`config.mk`:
```
export PLATFORM = sky130hd
export DESIGN_NAME = input_conditioner_flat
export DESIGN_NICKNAME = d
export VERILOG_FILES = /design/src/rtl/input_conditioner_if.sv /design/src/rtl/input_conditioner.sv /design/src/flat_wrapper.sv
export SDC_FILE = /design/constraint.sdc
export NUM_CORES = 1
export LEC_CHECK = 0
export ABC_AREA = 1
export CORE_MARGIN = 4
export CORE_UTILIZATION = 55
export DETAILED_ROUTE_END_ITERATION = 6
export PLACE_DENSITY = 0.87
export SLEW_MARGIN = 20
export SYNTH_ARGS = -nofsm -noshare
export SYNTH_HDL_FRONTEND = slang
export SYNTH_SLANG_ARGS = --single-unit
```
`constraint.sdc`:
```
create_clock -name clk -period 1.9 [get_ports clk]
set_input_delay 0.38 -clock clk [delete_from_list [all_inputs] [get_ports clk]]
set_output_delay 0.38 -clock clk [all_outputs]
set_load 0.05 [all_outputs]
```
`src/rtl/input_conditioner_if.sv`:
```
// input_conditioner_if: raw switch/pad inputs and conditioned mode/spotlight outputs
// Signals: SysEN, PM, MM, SM, HM (raw switches, active-high), TL, TC, TR (raw pads, active-low),
//          EN, M[1:0], SPS[1:0], FAULT (conditioned outputs)
// Modports: master drives the raw inputs, slave is the conditioner
interface input_conditioner_if;
  logic SysEN, PM, MM, SM, HM;
  logic TL, TC, TR;
  logic EN, FAULT;
  logic [1:0] M, SPS;
  modport master (output SysEN, PM, MM, SM, HM, TL, TC, TR, input EN, M, SPS, FAULT);
  modport slave (input SysEN, PM, MM, SM, HM, TL, TC, TR, output EN, M, SPS, FAULT);
endinterface

```
`src/rtl/input_conditioner.sv`:
```
// input_conditioner: synchronise, debounce and encode mode switches and touch pads
// Ports: clk, rst (sync active-high), io (input_conditioner_if.slave):
//   raw SysEN/PM/MM/SM/HM/TL/TC/TR in; registered EN, M, SPS, FAULT out
// Parameters: SYNC_STAGES (>=2) synchroniser depth, DEB_CYCLES (>=1) debounce length
// Macro TOUCH_HOLD_EN: when defined, SPS holds with no pad touched; otherwise it returns to Center
module input_conditioner #(
  parameter int SYNC_STAGES = 2,
  parameter int DEB_CYCLES = 4
) (
  input logic clk,
  input logic rst,
  input_conditioner_if.slave io
);
  localparam int CW = $clog2(DEB_CYCLES + 1);
  // bit order: 0 SysEN, 1 PM, 2 MM, 3 SM, 4 HM, 5 TL, 6 TC, 7 TR; pads idle high
  localparam logic [7:0] IDLE = 8'b1110_0000;
  logic [7:0] raw, deb;
  logic [7:0] sync_q [SYNC_STAGES];
  logic [CW-1:0] cnt [8];
  logic [3:0] modes;
  logic [2:0] touch;
  logic mode_one, mode_multi, touch_one;
  logic en_n, fault_n;
  logic [1:0] m_n, sps_n, code_n, pos_n;
  assign raw = {io.TR, io.TC, io.TL, io.HM, io.SM, io.MM, io.PM, io.SysEN};
  always_comb begin
    modes = deb[4:1];
    touch = ~deb[7:5];
    mode_one = modes != 4'd0 && (modes & (modes - 4'd1)) == 4'd0;
    mode_multi = modes != 4'd0 && !mode_one;
    touch_one = touch != 3'd0 && (touch & (touch - 3'd1)) == 3'd0;
    code_n = modes[3] ? 2'b11 : modes[2] ? 2'b10 : modes[1] ? 2'b01 : 2'b00;
    pos_n = touch[0] ? 2'b00 : touch[1] ? 2'b01 : 2'b11;
    en_n = deb[0] && mode_one;
    fault_n = deb[0] && mode_multi;
    m_n = en_n ? code_n : io.M;
`ifdef TOUCH_HOLD_EN
    sps_n = touch_one ? pos_n : io.SPS;
`else
    sps_n = touch_one ? pos_n : touch == 3'd0 ? 2'b01 : io.SPS;
`endif
  end
  always_ff @(posedge clk) begin
    if (rst) begin
      for (int i = 0; i < SYNC_STAGES; i++) sync_q[i] <= IDLE;
      for (int b = 0; b < 8; b++) cnt[b] <= '0;
      deb <= IDLE;
      io.EN <= 1'b0;
      io.M <= 2'b00;
      io.SPS <= 2'b01;
      io.FAULT <= 1'b0;
    end else begin
      sync_q[0] <= raw;
      for (int i = 1; i < SYNC_STAGES; i++) sync_q[i] <= sync_q[i-1];
      for (int b = 0; b < 8; b++) begin
        if (sync_q[SYNC_STAGES-1][b] == deb[b]) cnt[b] <= '0;
        else if (cnt[b] == CW'(DEB_CYCLES - 1)) begin
          deb[b] <= sync_q[SYNC_STAGES-1][b];
          cnt[b] <= '0;
        end else cnt[b] <= cnt[b] + 1'b1;
      end
      io.EN <= en_n;
      io.M <= m_n;
      io.SPS <= sps_n;
      io.FAULT <= fault_n;
    end
  end
endmodule
```
`src/flat_wrapper.sv`:
```
// flat-port wrapper written by rule: the top's interface ports become plain ports
module input_conditioner_flat 
#(
  parameter int SYNC_STAGES = 2,
  parameter int DEB_CYCLES = 4
)
  (clk, rst, io_SysEN, io_PM, io_MM, io_SM, io_HM, io_TL, io_TC, io_TR, io_EN, io_M, io_SPS, io_FAULT);
  input_conditioner_if io_i ();
  input logic clk;
  input logic rst;
  input wire logic [$bits(io_i.SysEN)-1:0] io_SysEN;
  input wire logic [$bits(io_i.PM)-1:0] io_PM;
  input wire logic [$bits(io_i.MM)-1:0] io_MM;
  input wire logic [$bits(io_i.SM)-1:0] io_SM;
  input wire logic [$bits(io_i.HM)-1:0] io_HM;
  input wire logic [$bits(io_i.TL)-1:0] io_TL;
  input wire logic [$bits(io_i.TC)-1:0] io_TC;
  input wire logic [$bits(io_i.TR)-1:0] io_TR;
  output wire logic [$bits(io_i.EN)-1:0] io_EN;
  output wire logic [$bits(io_i.M)-1:0] io_M;
  output wire logic [$bits(io_i.SPS)-1:0] io_SPS;
  output wire logic [$bits(io_i.FAULT)-1:0] io_FAULT;
  assign io_i.SysEN = io_SysEN;
  assign io_i.PM = io_PM;
  assign io_i.MM = io_MM;
  assign io_i.SM = io_SM;
  assign io_i.HM = io_HM;
  assign io_i.TL = io_TL;
  assign io_i.TC = io_TC;
  assign io_i.TR = io_TR;
  assign io_EN = io_i.EN;
  assign io_M = io_i.M;
  assign io_SPS = io_i.SPS;
  assign io_FAULT = io_i.FAULT;
  input_conditioner #(.SYNC_STAGES(SYNC_STAGES), .DEB_CYCLES(DEB_CYCLES)) u_core (.clk(clk), .rst(rst), .io(io_i));
endmodule
```
# == Word level (Yosys, flattened, before mapping) ==
# Memories as Yosys holds them, arrays and structs flattened.
# Index checks and enable logic that the tools add are counted.
# op_classes
add_sub_neg,10
bitwise,37
mux,124
n_eq_ne,16
reduce_logical,20
# op_table
operator,count
$mux W1,92
$mux W3,24
$or A1 B1 Y1,26
$add A3 B1 Y3 const B,8
$eq A3 B2 Y1 const B,8
$mux W8,2
$reduce_and A2 Y1,8
$mux W2,6
$eq A1 B1 Y1,8
$not A1 Y1,8
$logic_not A3 Y1,2
$logic_and A1 B1 Y1,5
$and A4 B4 Y4,1
$logic_not A4 Y1,1
$reduce_bool A4 Y1,1
$sub A4 B1 Y4 const B,1
$and A3 B3 Y3,1
$not A3 Y3,1
$reduce_bool A3 Y1,1
$sub A3 B1 Y3 const B,1
$reduce_bool A2 Y1,1
$logic_not A1 Y1,1
# totals
reg_bits,14
ramBits,40
input_bits,10
n_memories,2
word_cells,221
# mem_list
name,depth,word_bits,read_ports,rd_clocked_by_memory_dff,write_ports,line_no,source
u_core.cnt,8,3,8,0,8,input_conditioner.sv:19,logic [CW-1:0] cnt [8];
u_core.sync_q,2,8,2,0,2,input_conditioner.sv:18,logic [7:0] sync_q [SYNC_STAGES];

# == Depth between registers and ports, before layout ==
# Gate-level depths: netlist of the first run.
# An unclocked memory read counts as a cell.
# depth
depth_word,8
ltp_mapped,7
mapped_depth_nobuf,7

# == Least setup slack after synthesis of the first run ==
# OpenSTA, ideal clock, no wires.
# synth_path
path_type,reg2reg
start,memory u_core.cnt[0][9] (netlist bit)
end,"memory u_core.cnt[0][10] (netlist bit), data pin"
setup_time_ps,140
arrival_ps,1089
n_path_buf,0
path_stages_with_launch,6
path_slack_ps,671
required_time_ps,1760
period_less_slack_ps,1229
path_cell_list,edfxtp_1 -> ha_1 -> ha_1 -> a21oi_1 -> o211ai_1 -> nor2_1
# synth_lines
element,line_no
"start, declared",input_conditioner.sv:19

# == Worst setup path after layout of the first run ==
# layout_path
start,register u_core.io.SPS[1]
end,output io_SPS[1]
# layout_lines
element,line_no,source
"start, declared",input_conditioner_if.sv:11,"modport slave (input SysEN, PM, MM, SM, HM, TL, TC, TR, output EN, M, SPS, FAULT);"
"start signal, assigned",input_conditioner.sv:64,io.SPS <= sps_n;
"end, declared",flat_wrapper.sv:21,output wire logic [$bits(io_i.SPS)-1:0] io_SPS;
# No word-level cell between the ends.

==> results by group, run 1 <==
Clocking
  • CTS tree: built
  • Worst skew pair latency: 0.30 ns
  • Clk slew on worst S/H paths: 0.09 ns
  • Clock Root Buffer: clkbuf_8
  • CTS resizes: 0
  • Cts bufs inserted: 5
  • Clock Sinks: 54
  • Post-CTS setup buffer count: 0
  • H-tree Lvls: 2
  • Max clock buf depth: 2
  • Hold_buf cts: 0

Critical path
  • CP Max Fanout: 2
  • Critical path buffers and inverters: 1
  • Crit Path Class: flip-flop to output port
  • Instance count on the critical path: 1
  • CP max stage cell: clkdlybuf4s50_1
  • Critical Path Start Type: flip-flop
  • Crit-path max cell delay: 0.81 ns
  • Flop-to-flop setup slack: 0.51 ns
  • Worst path cell trace: clkdlybuf4s50_1
  • Reg2Reg Depth: 5
  • Crit path max-delay family: buffers and inverters
  • WP data arrival: 1.46 ns
  • Worst path required time: 1.52 ns
  • Crit path capture type: output port

STA
  • Setup violators final: 0
  • Final hold violations: 0
  • RSZ-0062 raised after global routing: no
  • Setup TNS: 0 ns
  • F_max: 544 MHz
  • Slew Limit Fails: 0
  • Clk_skew: 0.00483 ns
  • Minimum clock period: 1.84 ns
  • Final period util: 96.7%

Synth
  • Post-synth EDFFs: 24
  • Sequential share of the synthesized area: 60.2%
  • Asr flop ratio synth: 0%
  • Library cells used by synthesis: 19
  • Synth Flop Type: dfxtp_1
  • Synth Area per Inst: 9.93 um2
  • Syn Std Cell Area: 2190 um2
  • Synth warn: 0
  • Synth Register Bits: 54
  • Gate Count Post-Synth: 221

Finish
  • Utilization after layout: 68.7%
  • Layout cell share with drive strength beyond 1: 7.55%
  • Non-filler cells, final: 313
  • Area growth, synth to finish: 18.1%
  • Final layout net count: 290
  • ANT cells: 0

Placed design
  • Hpwl dp: 2.25 mm
  • RD Place Congestion: 0.798
  • Placed insts: 305
  • Port buffer count: 15

Route
  • Via density: 4.56
  • Pre-antenna DRT Iters: 4
  • Final wirelength: 3.00 mm
  • Routed Antenna Nets: 0
  • Wire length per cell: 9.58 um
  • DR vias: 1427
  • Drt drc: 0
  • Initial DRC count: 50

Global routing
  • Gr ovfl total: 0
  • Antenna violations before repair: 0
  • Met2 Use GR: 25.3%
  • Vias in the first global route: 1411
  • M1 GR Usage: 13.3%
  • Pin count of the biggest net entering global routing: 22
  • M3 GR Usage: 3.41%
  • Gr usage total: 13.6%
  • First-pass GRT wire length: 5.33 mm
  • Most Crowded Layer GR: met2

Hold path
  • HP Class: flip-flop to flip-flop
  • Worst hold path depth: 2

Pwr
  • PwrDens: 834 nW/um2
  • Leakage: 1.19 nW
  • Design Power: 0.00216 W
  • VDD IR-drop max: 0.697 mV

Floorplan
  • Die Footprint: 5060 um2
  • Starting density of the core: 58.2%
  • Die W: 71.2 um
  • Core footprint: 3770 um2
  • Row cnt: 22
  • Chip height: 71.2 um
  • Io pins: 16

Job
  • Max-cap violations: 0

Run status
  • Status: finished, final reports clean
per-layer routing:
layer | vias to the layer above | wire length, um
li1 | 774 | -
met1 | 635 | 1310
met2 | 14 | 1560
met3 | 4 | 76
met4 | 0 | 53
met5 | - | 0
final timing paths:
check | startpoint | to
setup / recovery | u_core.io.SPS[1]$_SDFFE_PP0P_ | io_SPS[1]
hold / removal | u_core.sync_q[0][2]$_SDFF_PP0_ | u_core.sync_q[0][10]$_SDFF_PP0_
setup reg to reg | u_core.cnt[1][3]$_SDFFCE_PN0P_ | u_core.cnt[1][5]$_SDFFCE_PN0P_
hold reg to reg | u_core.sync_q[0][2]$_SDFF_PP0_ | u_core.sync_q[0][10]$_SDFF_PP0_
cell usage after synthesis, drive strengths merged, types with 3 or more instances:
master,instances,share of area (%)
nor2,43,7.6
o21ai,10,2.3
or2,6,1.7
nand2,13,2.5
nand3,4,0.91
ha,16,9.1
a21oi,18,4.1
o211ai,6,2.1
edfxtp,24,33
inv,42,7.2
buf,3,0.68
dfxtp,30,27
registers in the layout, summed over array words and instances (netlist names):
register / cells
u_core.io.M: 2
u_core.sync_q: 16
u_core.deb: 8
u_core.io.FAULT: 1
u_core.io.SPS: 2
u_core.cnt: 24
u_core.io.EN: 1
layout by cell type (no fill, tap or decap), drive strengths merged:
cell type,synthesis,layout
dfxtp,30,30
nor3,2,2
ha,16,16
a21oi,18,18
o21ai,10,10
nor2,43,43
nand2,13,13
o211ai,6,6
conb,1,24
inv,42,42
nand3,4,4
clkinv,0,2
xor2,2,2
clkbuf,0,5
bufinv,0,1
nand4,1,1
clkdlybuf4s50,0,15
edfxtp,24,24
buf,3,1
or2,6,6
power breakdown:
group	total [W]	switching, W	leakage [nW]	internal [W]
sequential	0.00129	0.0000247	0.494	0.00126
clock	0.000732	0.000344	0.0579	0.000388
combinational	0.000145	0.0000826	0.636	0.0000621
total	0.00216	0.000451	1.19	0.00171
metrics by stage:
stage	worst slack (ns)	area [um2]	hold slack, ns
after floorplan	0.671	2280	0.388
after global placement	0.251	2480	0.390
after detailed placement	0.220	2480	0.394
after CTS	0.0284	2590	0.404
after global routing	0.0123	2590	0.426
final	0.0625	2590	0.406
layout make-up:
cell class | count | area [um2]
inverters | 42 | 158
clock inverters | 3 | 40.0
well taps | 48 | 60.1
multi-input cells | 145 | 787
flip-flops and latches | 54 | 1320
fillers | 297 | 1180
repair buffers | 16 | 158
clock buffers | 5 | 68.8
cell families (layout without fill, tap and decap cells):
logic type	count (synthesis)	in the layout	synth area share [%]
and+or+nand+nor	69	69	13.4
other	1	24	0.171
AOI/OAI and AO/OA	34	34	8.44
adders and majority gates	16	16	9.12
DFF	54	54	60.2
xor gates and xnor gates	2	2	0.798
buffers and inverters	45	66	7.87
No activity file was read; power rests on OpenSTA's default activity.
==> run 2, diff against run 1 <==
--- a/config.mk
+++ b/config.mk
@@ -10,6 +10,7 @@
 export CORE_UTILIZATION = 55
 export DETAILED_ROUTE_END_ITERATION = 6
 export PLACE_DENSITY = 0.87
+export RECOVER_POWER = 25
 export SLEW_MARGIN = 20
 export SYNTH_ARGS = -nofsm -noshare
 export SYNTH_HDL_FRONTEND = slang
==> run 2 against run 1 <==
  * Design area did not move
  * Clock skew fell by 0.00081 ns
  * Hold slack about the same
  * Critical path depth stayed put
  * Wire length is 0.33% lower
  * Sequential power about the same
  * Via count is 0.84% higher
  * Power hardly changed
==> results by group, run 2 (same netlist as run 1, synthesis figures left out) <==
Clocking
  • CTS tree: built
  • Post-CTS setup buffer count: 0 (unchanged)
  • Clock Sinks: 54 (unchanged)
  • Worst skew pair latency: 0.30 ns (about the same)
  • Clock Root Buffer: clkbuf_8
  • Cts bufs inserted: 5 (unchanged)
  • Max clock buf depth: 2 (unchanged)
  • H-tree Lvls: 2 (unchanged)
  • Clk slew on worst S/H paths: 0.09 ns (about the same)
  • CTS resizes: 0 (unchanged)
  • Hold_buf cts: 0 (unchanged)

Pwr
  • PwrDens: 834 nW/um2 (about the same)
  • VDD IR-drop max: 0.697 mV (about the same)
  • Leakage: 1.19 nW (+0.11%)

Critical path
  • Worst path cell trace: clkdlybuf4s50_1
  • Crit-path max cell delay: 0.81 ns (about the same)
  • WP data arrival: 1.46 ns (about the same)
  • Crit path capture type: output port
  • Flop-to-flop setup slack: 0.50 ns (about the same)
  • Critical Path Start Type: flip-flop
  • CP max stage cell: clkdlybuf4s50_1
  • Critical R2R Launch: u_core.cnt[1][3]$_SDFFCE_PN0P_
  • Crit Path Class: flip-flop to output port
  • Worst reg2reg path endpoint: u_core.cnt[1][5]$_SDFFCE_PN0P_
  • Crit path max-delay family: buffers and inverters
  • Critical path buffers and inverters: 1 (unchanged)
  • Worst path required time: 1.52 ns (about the same)
  • CP Max Fanout: 2 (unchanged)
  • Reg2Reg Depth: 5 (unchanged)

Floorplan
  • Chip height: 71.2 um (unchanged)
  • Die Footprint: 5060 um2 (unchanged)
  • Die W: 71.2 um (unchanged)
  • Io pins: 16 (unchanged)
  • Core footprint: 3770 um2 (unchanged)
  • Starting density of the core: 58.2% (unchanged)
  • Row cnt: 22 (unchanged)

STA
  • Final hold violations: 0 (unchanged)
  • Fin Hold WS: 0.406 ns (+0.000285 ns)
  • Worst setup margin: 0.0635 ns (+0.00103 ns)
  • RSZ-0062 raised after global routing: no
  • F_max: 545 MHz (about the same)
  • Setup violators final: 0 (unchanged)
  • Final period util: 96.7% (about the same)
  • Setup TNS: 0 ns (unchanged)
  • Clk_skew: 0.00402 ns (-0.000813 ns)
  • Minimum clock period: 1.84 ns (-0.00103 ns)
  • Slew Limit Fails: 0 (unchanged)

Hold path
  • Hold EP: u_core.sync_q[0][12]$_SDFF_PP0_
  • Worst hold path depth: 2 (unchanged)
  • Hold_sp: u_core.sync_q[0][4]$_SDFF_PP0_
  • HP Class: flip-flop to flip-flop

Finish
  • Commonest cells after routing, fill and taps aside: inv_1, nor2_1, dfxtp_1
  • Max FFs per register: 24 (unchanged)
  • Final layout net count: 290 (unchanged)
  • Commonest non-fill, non-tap cell in the layout: inv_1
  • ANT cells: 0 (unchanged)
  • Layout cell share with drive strength beyond 1: 7.17% (-0.38 points)
  • Area growth, synth to finish: 18.1% (unchanged)
  • Largest regs: u_core.cnt: 24 flops, u_core.sync_q: 16 flops, u_core.deb: 8 flops
  • Top reg by flops: u_core.cnt

Placed design
  • Pre-CTS WS: 0.220 ns (unchanged)
  • Hpwl dp: 2.25 mm (unchanged)
  • Port buffer count: 15 (unchanged)
  • RD Place Congestion: 0.798 (unchanged)

Job
  • Max-cap violations: 0 (unchanged)

Global routing
  • Vias in the first global route: 1411 (unchanged)
  • Pin count of the biggest net entering global routing: 22 (unchanged)
  • Antenna violations before repair: 0 (unchanged)
  • First-pass GRT wire length: 5.33 mm (unchanged)
  • Gr usage total: 13.6% (unchanged)
  • Gr ovfl total: 0 (unchanged)

Route
  • Wire length per cell: 9.55 um (-0.33%)
  • Via density: 4.60 (+0.84%)
  • Final wirelength: 2.99 mm (-0.33%)
  • Drt drc: 0 (unchanged)
  • Pre-antenna DRT Iters: 4 (unchanged)
  • Routed Antenna Nets: 0 (unchanged)
  • DR vias: 1439 (+0.84%)
  • Initial DRC count: 48 (-4.0%)

Run status
  • Status: finished, final reports clean
run 2: worst register-to-register path, stage by stage (launching register included):
cell	delay [ns]
edfxtp_1	0.41
ha_1	0.22
ha_1	0.23
a21oi_1	0.12
o211ai_1	0.14
nor2_1	0.15
run 2: layout make-up:
type,instances,area [um2]
Clock inverter,3,40.0
Timing Repair Buffer,16,158
Fill cell,297,1180
Tap cell,48,60.1
Multi-Input combinational cell,145,787
Sequential cell,54,1320
Clock buffer,5,68.8
Inverter,42,158
run 2: stage by stage:
stage / cells / area, um2 / utilization [%] / total power, W
finish: 313 / 2590 / 68.7 / 0.00216
global route: 313 / 2590 / 68.7 / 0.00227
CTS: 313 / 2590 / 68.7 / 0.00219
detailed placement: 305 / 2480 / 65.9 / 0.00146
global placement: 305 / 2480 / 65.9 / 0.00145
floorplan: 244 / 2280 / - / 0.00141
run 2: worst max path at each step:
stage                                         startpoint                         endpoint  cells past startpoint
after global routing       u_core.io.SPS[1]$_SDFFE_PP0P_                        io_SPS[1]                      1
after CTS                  u_core.io.SPS[1]$_SDFFE_PP0P_                        io_SPS[1]                      1
after floorplan           u_core.cnt[0][9]$_SDFFCE_PN0P_  u_core.cnt[0][10]$_SDFFCE_PN0P_                      5
after global placement                               rst   u_core.cnt[0][7]$_SDFFCE_PN0P_                      5
final                      u_core.io.SPS[1]$_SDFFE_PP0P_                        io_SPS[1]                      1
after detailed placement                             rst   u_core.cnt[0][6]$_SDFFCE_PN0P_                      5
run 2: power by group:
group / switching [W] / total, W / internal [W]
Clock: 0.000343 / 0.000731 / 0.000388
Combinational: 0.0000822 / 0.000144 / 0.0000616
Sequential: 0.0000246 / 0.00129 / 0.00126
Total: 0.000450 / 0.00216 / 0.00171
run 2: layer usage:
| layer | GRT usage, % | wire length, um | vias up |
|---|---|---|---|
| li1 | - | - | 774 |
| met2 | 25.3 | 1570 | 14 |
| met3 | 3.41 | 77 | 4 |
| met5 | 0 | 0 | - |
| met4 | 7.72 | 53 | 0 |
| met1 | 13.3 | 1290 | 647 |
==> run 3, diff against run 2 <==
--- a/config.mk
+++ b/config.mk
@@ -9,6 +9,7 @@
 export CORE_MARGIN = 4
 export CORE_UTILIZATION = 55
 export DETAILED_ROUTE_END_ITERATION = 6
+export GPL_ROUTABILITY_DRIVEN = 0
 export PLACE_DENSITY = 0.87
 export RECOVER_POWER = 25
 export SLEW_MARGIN = 20
==> results of run 3 <==
No change in the layout: final DEF, timing and power equal those of run 2.
